**config.mk**
```make
export PLATFORM = sky130hd
export DESIGN_NAME = surf_cout_align_ctrl
export DESIGN_NICKNAME = d
export VERILOG_FILES = /design/src/rtl/surf_cout_pkg.sv /design/src/rtl/surf_eye_tracker.sv /design/src/rtl/surf_cout_align_ctrl.sv
export SDC_FILE = /design/constraint.sdc
export NUM_CORES = 1
export LEC_CHECK = 0
export ABC_CLOCK_PERIOD_IN_PS = 3300
export CORE_MARGIN = 2
export CORE_UTILIZATION = 54
export CTS_CLUSTER_SIZE = 25
export DETAILED_ROUTE_END_ITERATION = 8
export PLACE_DENSITY_LB_ADDON = 0.2
export SYNTH_ARGS = -nofsm -noshare
export SYNTH_HDL_FRONTEND = slang
export SYNTH_SLANG_ARGS = --single-unit
```
**constraint.sdc**
```tcl
create_clock -name sysclk_i -period 3.3 [get_ports sysclk_i]
set_input_delay 0.66 -clock sysclk_i [delete_from_list [all_inputs] [get_ports sysclk_i]]
set_output_delay 0.66 -clock sysclk_i [all_outputs]
set_load 0.02 [all_outputs]
```
**src/rtl/surf_cout_pkg.sv**
```systemverilog
// Shared types and helpers for the SURF COUT/DOUT lane alignment controllers.
// Holds the controller state encoding, the tap geometry and the rotation matcher.
package surf_cout_pkg;

  localparam int TAP_W     = 5;
  localparam int TAP_COUNT = 32;

  typedef enum logic [3:0] {
    ST_IDLE,
    ST_ISR_RST,
    ST_LOAD,
    ST_SETTLE,
    ST_CHECK,
    ST_NEXT,
    ST_EVAL,
    ST_CLOAD,
    ST_CSETTLE,
    ST_SLIP_CHECK,
    ST_SLIP,
    ST_SLIP_WAIT,
    ST_DONE,
    ST_FAIL
  } state_t;

  // True when nib equals pat under any of the four nibble rotations.
  function automatic logic rot_match(input logic [3:0] nib, input logic [3:0] pat);
    return (nib == pat) ||
           (nib == {pat[2:0], pat[3]}) ||
           (nib == {pat[1:0], pat[3:2]}) ||
           (nib == {pat[0], pat[3:1]});
  endfunction

endpackage

```
**src/rtl/surf_eye_tracker.sv**
```systemverilog
// Tracks the current run of good taps and the widest run seen during a sweep.
// Ties keep the earlier run, so the first eye of a given width wins.
module surf_eye_tracker
  import surf_cout_pkg::*;
(
  input  logic             clk,
  input  logic             rst_n,
  input  logic             clear,
  input  logic             strobe,
  input  logic             good,
  input  logic [TAP_W-1:0] tap,
  output logic [TAP_W-1:0] run_start,
  output logic [5:0]       run_len,
  output logic [TAP_W-1:0] best_start,
  output logic [5:0]       best_len
);

  logic [5:0]       run_next;
  logic [TAP_W-1:0] start_next;

  assign run_next   = run_len + 6'd1;
  assign start_next = (run_len == 6'd0) ? tap : run_start;

  always_ff @(posedge clk or negedge rst_n) begin
    if (!rst_n) begin
      run_start  <= '0;
      run_len    <= '0;
      best_start <= '0;
      best_len   <= '0;
    end else if (clear) begin
      run_start  <= '0;
      run_len    <= '0;
      best_start <= '0;
      best_len   <= '0;
    end else if (strobe) begin
      if (good) begin
        run_start <= start_next;
        run_len   <= run_next;
        if (run_next > best_len) begin
          best_start <= start_next;
          best_len   <= run_next;
        end
      end else begin
        run_len <= '0;
      end
    end
  end

endmodule

```
**src/rtl/surf_cout_align_ctrl.sv**
```systemverilog
// COUT lane training: sweep IDELAY taps, centre on the widest stable eye,
// then bitslip until the SURF training nibble lands word-aligned.
module surf_cout_align_ctrl
  import surf_cout_pkg::*;
#(
  parameter logic [3:0] TRAIN_PATTERN = 4'b1000,
  parameter int         CHECK_CYCLES  = 64,
  parameter int         SETTLE_CYCLES = 16,
  parameter int         SLIP_WAIT     = 4,
  parameter int         MIN_EYE       = 4
) (
  input  logic             sysclk_i,
  input  logic             rst_n_i,
  input  logic             start_i,
  input  logic [3:0]       cout_i,
  output logic             iserdes_rst_o,
  output logic             iserdes_bitslip_o,
  output logic [TAP_W-1:0] idelay_value_o,
  output logic             idelay_load_o,
  output logic             busy_o,
  output logic             done_o,
  output logic             fail_o,
  output logic [TAP_W-1:0] eye_start_o,
  output logic [5:0]       eye_width_o
);

  state_t           state, state_next;
  logic [7:0]       cnt;
  logic [TAP_W-1:0] tap;
  logic [3:0]       ref_q;
  logic             tap_good;
  logic [2:0]       slips;
  logic             done_q, fail_q;
  logic             check_bad;
  logic             eye_ok;
  logic [5:0]       centre_sum;
  logic [TAP_W-1:0] run_start, best_start;
  logic [5:0]       run_len, best_len;

  // The first CHECK cycle qualifies the reference; later cycles must repeat it.
  assign check_bad  = (cnt == 8'd0) ? !rot_match(cout_i, TRAIN_PATTERN) : (cout_i != ref_q);
  assign eye_ok     = (best_len >= 6'(MIN_EYE));
  assign centre_sum = {1'b0, best_start} + (best_len >> 1);

  always_ff @(posedge sysclk_i or negedge rst_n_i) begin
    if (!rst_n_i) state <= ST_IDLE;
    else          state <= state_next;
  end

  always_comb begin
    state_next = state;
    case (state)
      ST_IDLE:       if (start_i) state_next = ST_ISR_RST;
      ST_ISR_RST:    if (cnt == 8'd3) state_next = ST_LOAD;
      ST_LOAD:       state_next = ST_SETTLE;
      ST_SETTLE:     if (cnt == 8'(SETTLE_CYCLES - 1)) state_next = ST_CHECK;
      ST_CHECK:      if (check_bad || cnt == 8'(CHECK_CYCLES - 1)) state_next = ST_NEXT;
      ST_NEXT:       state_next = (tap == TAP_W'(TAP_COUNT - 1)) ? ST_EVAL : ST_LOAD;
      ST_EVAL:       state_next = eye_ok ? ST_CLOAD : ST_FAIL;
      ST_CLOAD:      state_next = ST_CSETTLE;
      ST_CSETTLE:    if (cnt == 8'(SETTLE_CYCLES - 1)) state_next = ST_SLIP_CHECK;
      ST_SLIP_CHECK: begin
        if (cout_i == TRAIN_PATTERN) state_next = ST_DONE;
        else if (slips == 3'd4)      state_next = ST_FAIL;
        else                         state_next = ST_SLIP;
      end
      ST_SLIP:       state_next = ST_SLIP_WAIT;
      ST_SLIP_WAIT:  if (cnt == 8'(SLIP_WAIT - 1)) state_next = ST_SLIP_CHECK;
      ST_DONE:       state_next = ST_IDLE;
      ST_FAIL:       state_next = ST_IDLE;
      default:       state_next = ST_IDLE;
    endcase
  end

  always_comb begin
    iserdes_rst_o     = (state == ST_ISR_RST);
    iserdes_bitslip_o = (state == ST_SLIP);
    idelay_load_o     = (state == ST_LOAD) || (state == ST_CLOAD);
    busy_o            = (state != ST_IDLE);
    idelay_value_o    = tap;
    done_o            = done_q;
    fail_o            = fail_q;
    eye_start_o       = best_start;
    eye_width_o       = best_len;
  end

  // cnt restarts on every state change, so each state times itself from zero.
  always_ff @(posedge sysclk_i or negedge rst_n_i) begin
    if (!rst_n_i) begin
      cnt      <= '0;
      tap      <= '0;
      ref_q    <= '0;
      tap_good <= 1'b0;
      slips    <= '0;
      done_q   <= 1'b0;
      fail_q   <= 1'b0;
    end else begin
      cnt <= (state_next != state) ? 8'd0 : cnt + 8'd1;
      case (state)
        ST_IDLE: if (start_i) begin
          tap    <= '0;
          done_q <= 1'b0;
          fail_q <= 1'b0;
        end
        ST_CHECK: begin
          if (cnt == 8'd0) ref_q <= cout_i;
          tap_good <= !check_bad;
        end
        ST_NEXT: if (tap != TAP_W'(TAP_COUNT - 1)) tap <= tap + TAP_W'(1);
        ST_EVAL: begin
          slips <= '0;
          if (eye_ok) tap <= centre_sum[TAP_W-1:0];
        end
        ST_SLIP: slips <= slips + 3'd1;
        ST_DONE: done_q <= 1'b1;
        ST_FAIL: fail_q <= 1'b1;
        default: ;
      endcase
    end
  end

  surf_eye_tracker u_eye (
    .clk        (sysclk_i),
    .rst_n      (rst_n_i),
    .clear      ((state == ST_IDLE) && start_i),
    .strobe     (state == ST_NEXT),
    .good       (tap_good),
    .tap        (tap),
    .run_start  (run_start),
    .run_len    (run_len),
    .best_start (best_start),
    .best_len   (best_len)
  );

endmodule
```
==> impl_metrics.json <==
{
  "row_count": 27,
  "fin_crit_ns": 2.78,
  "power_frac_seq": 0.330,
  "grtUsageTotal": 0.234,
  "sw_frac_of_total": 0.454,
  "instances_no_fill": 435,
  "startpoint_type": "flip-flop",
  "synth_seq_cells": 49,
  "fin_crit_sh": 0.841,
  "p_comb_frac": 0.560,
  "syn_nets": 361,
  "place_congestion": 0.872,
  "nets": 388,
  "rsz0062_at_grt": "no",
  "required_ns": 2.64,
  "worstRegToRegCells": 9,
  "cts_buffers": 5,
  "die_w_um": 80.1,
  "cts.htree.levels": 2,
  "hold_path_class": "reg -> reg",
  "yosys_warnings": 0,
  "crit_cells": 4,
  "drt_pass1_iterations": 4,
  "synth.distinct_cells": 58,
  "place_hpwl_um": 4910,
  "final_layout_size_suffix_gt1_frac": 0.0964,
  "muxShareOfSynthArea": 0.0564,
  "r2r_end": "u_eye.best_len[2]$_DFFE_PN0P_",
  "numPortBuffers": 28,
  "async_flop_share": 1.00,
  "cts_tree": "done",
  "synth_adder_area_share": 0.0784,
  "routedWlPerCell_um": 15.1,
  "clock_skew_ns": 0.0117,
  "vias": 2515,
  "critical_path.cell_chain": "inv_2 > nand2_1 > nor2_1 > clkdlybuf4s50_1",
  "area_growth_pct": 14.1,
  "synth_cells": 335,
  "post_cts.repair.setup_buffers": 0,
  "route.detailed.drc": 0,
  "cp_top_family": "buffers and inverters",
  "hold_depth": 1,
  "cts_hold_buf": 0,
  "core_um2": 5540,
  "antenna_found_initial": 0,
  "avgSynthCellArea_um2": 9.33,
  "dpl.cell_count": 427,
  "seq_area_frac_synth": 0.392,
  "max_slew_margin": 0.274,
  "grt_pass1_vias": 2483,
  "clock.fmax_mhz": 360,
  "drv_slew": 0,
  "cts_buffer_depth": 2,
  "final_antenna_net_count": 0,
  "p_per_area_nw_per_um2": 909,
  "cp_max_fo": 16,
  "initial_utilization": 0.564,
  "clock-sinks": 49,
  "r2r-start": "state[3]$_DFF_PN0_",
  "crit_buf_inv": 2,
  "vdd_drop_max_v": 0.000480,
  "tns_ns": 0,
  "root_buffer": "clkbuf_8",
  "antennaDiodeCount": 0,
  "p_leak_nw": 1.50,
  "status": "finished, final reports clean",
  "hold_end": "cnt[0]$_DFF_PN0_",
  "hp-start": "cnt[0]$_DFF_PN0_",
  "insertion_delay_ns": 0.31,
  "cp-end-kind": "primary output",
  "vias_per_cell": 5.78,
  "setup_viol": 0,
  "syn_area_um2": 3130,
  "critPathKind": "reg -> out",
  "synth_top_family_by_area": "simple AND/OR/NAND/NOR gates",
  "grt_max_degree": 50,
  "grt_pass1_wl_um": 11700,
  "max_cap_viol_count": 0,
  "drt_iter0_markers": 146,
  "reg2reg_slack_ns": 0.85,
  "overflow": 0,
  "synth_enable_flop_cells": 0,
  "worst_pin_slew_ns": 1.09,
  "synthFlopType": "dfrtp_1",
  "drt_wl_total_um": 6580,
  "cp_slowest_cell": "clkdlybuf4s50_1",
  "finalHoldViolCount": 0,
  "die-area_um2": 6420,
  "p_int_w": 0.00177,
  "netSwitchingPower_w": 0.00147,
  "postCtsResizedCells": 0,
  "clkPwrFrac": 0.110,
  "synth-simple-area-share": 0.219,
  "arrival_ns": 2.12,
  "synth_compound_area_frac": 0.142,
  "critPathLaunch": "state[0]$_DFF_PN0_",
  "io_pins": 29,
  "cp_slowest_stage_delay_ns": 0.61,
  "dieHeight_um": 80.1,
  "clkTransAtPathRegs_ns": 0.09,
  "synth_xor_area_frac": 0.0676
}
-- power by group through the flow --
stage                     Clock [W]  Combinational, W  Sequential (W)
after floorplan                   0           0.00129         0.00108
after global placement            0           0.00177         0.00107
after detailed placement          0           0.00181         0.00109
after CTS                  0.000363           0.00183         0.00107
after global routing       0.000390           0.00204         0.00111
final                      0.000355           0.00182         0.00107
-- registers in the layout (all words and copies together), names as in the netlist --
name,flops
u_eye.run_len,6
state,4
done_o,1
tap_good,1
idelay_value_o,5
u_eye.run_start,5
ref_q,4
fail_o,1
u_eye.best_len,6
u_eye.best_start,5
slips,3
cnt,8
-- kinds of logic after synthesis --
logic type | Yosys count
adders and majority gates | 19
AOI/OAI and AO/OA | 69
muxes | 17
and+or+nand+nor | 125
buffers and inverters | 34
xor gates and xnor gates | 22
DFF | 49
-- Yosys cell counts, types with 7 or more instances --
cell type / count / share of area
o21ai_1: 8 / 0.013
xnor2_1: 16 / 0.045
inv_1: 18 / 0.022
nor3_2: 7 / 0.022
nand3_1: 17 / 0.027
nor2_1: 30 / 0.036
a21oi_1: 21 / 0.034
clkbuf_1: 9 / 0.011
o21ai_0: 9 / 0.014
nor3_1: 8 / 0.013
nand2_1: 27 / 0.032
ha_1: 18 / 0.072
mux2i_1: 12 / 0.038
dfrtp_1: 49 / 0.39
-- layout make-up --
class,count,area [µm²]
Tap cell,72,90.1
Inverter,20,75.1
Clock inverter,2,15.0
Multi-Input combinational cell,252,1770
Sequential cell,49,1230
Fill cell,476,1970
Clock buffer,6,72.6
Timing Repair Buffer,34,320
-- cells in the final DEF, fill, tap and decap left out, drive strengths merged, types with 2 or more instances in the layout --
cell | synthesis | layout
a21oi | 22 | 22
nand4 | 4 | 4
ha | 18 | 18
nor2 | 30 | 30
a21o | 2 | 2
o21ai | 17 | 17
xor2 | 5 | 5
xnor2 | 17 | 17
clkbuf | 9 | 6
nor3 | 15 | 15
or3 | 2 | 2
mux2 | 5 | 5
clkdlybuf4s50 | 0 | 27
buf | 5 | 7
mux2i | 12 | 12
clkinvlp | 0 | 2
o21a | 2 | 2
a211oi | 5 | 5
a22oi | 5 | 5
or4b | 4 | 4
nand2 | 27 | 27
and3 | 4 | 4
nand2b | 2 | 2
o211ai | 3 | 3
dfrtp | 49 | 49
nor4 | 5 | 5
nand3 | 17 | 17
nor2b | 5 | 5
inv | 20 | 20
a31oi | 2 | 2
nor3b | 5 | 5
-- per-layer routing --
metal | global-route usage | part of all wire
met2 | 0.401 | 0.50
met5 | 0 | 0
met4 | 0.0644 | 0.013
met1 | 0.302 | 0.45
met3 | 0.0449 | 0.038
-- worst max path at each step --
stage                                       to  slack (ns)
6_report                     iserdes_bitslip_o        0.52
4_1_cts                      iserdes_bitslip_o        0.50
5_1_grt                      iserdes_bitslip_o        0.39
3_5_place_dp                  cnt[5]$_DFF_PN0_        0.36
3_3_place_gp                  cnt[1]$_DFF_PN0_        0.47
2_1_floorplan  u_eye.best_start[1]$_DFFE_PN0P_        0.85
-- stage by stage --
stage | setup WS, ns | utilization | hold WS, ns | total power, W | instance area, µm²
after floorplan | 0.846 | - | 0.364 | 0.00236 | 3130
after global placement | 0.466 | 0.628 | 0.495 | 0.00285 | 3480
after detailed placement | 0.355 | 0.628 | 0.513 | 0.00290 | 3480
after CTS | 0.503 | 0.644 | 0.529 | 0.00326 | 3570
after global routing | 0.387 | 0.644 | 0.552 | 0.00354 | 3570
final | 0.523 | 0.644 | 0.525 | 0.00324 | 3570
Note: power is estimated with default switching activity, not from simulation.
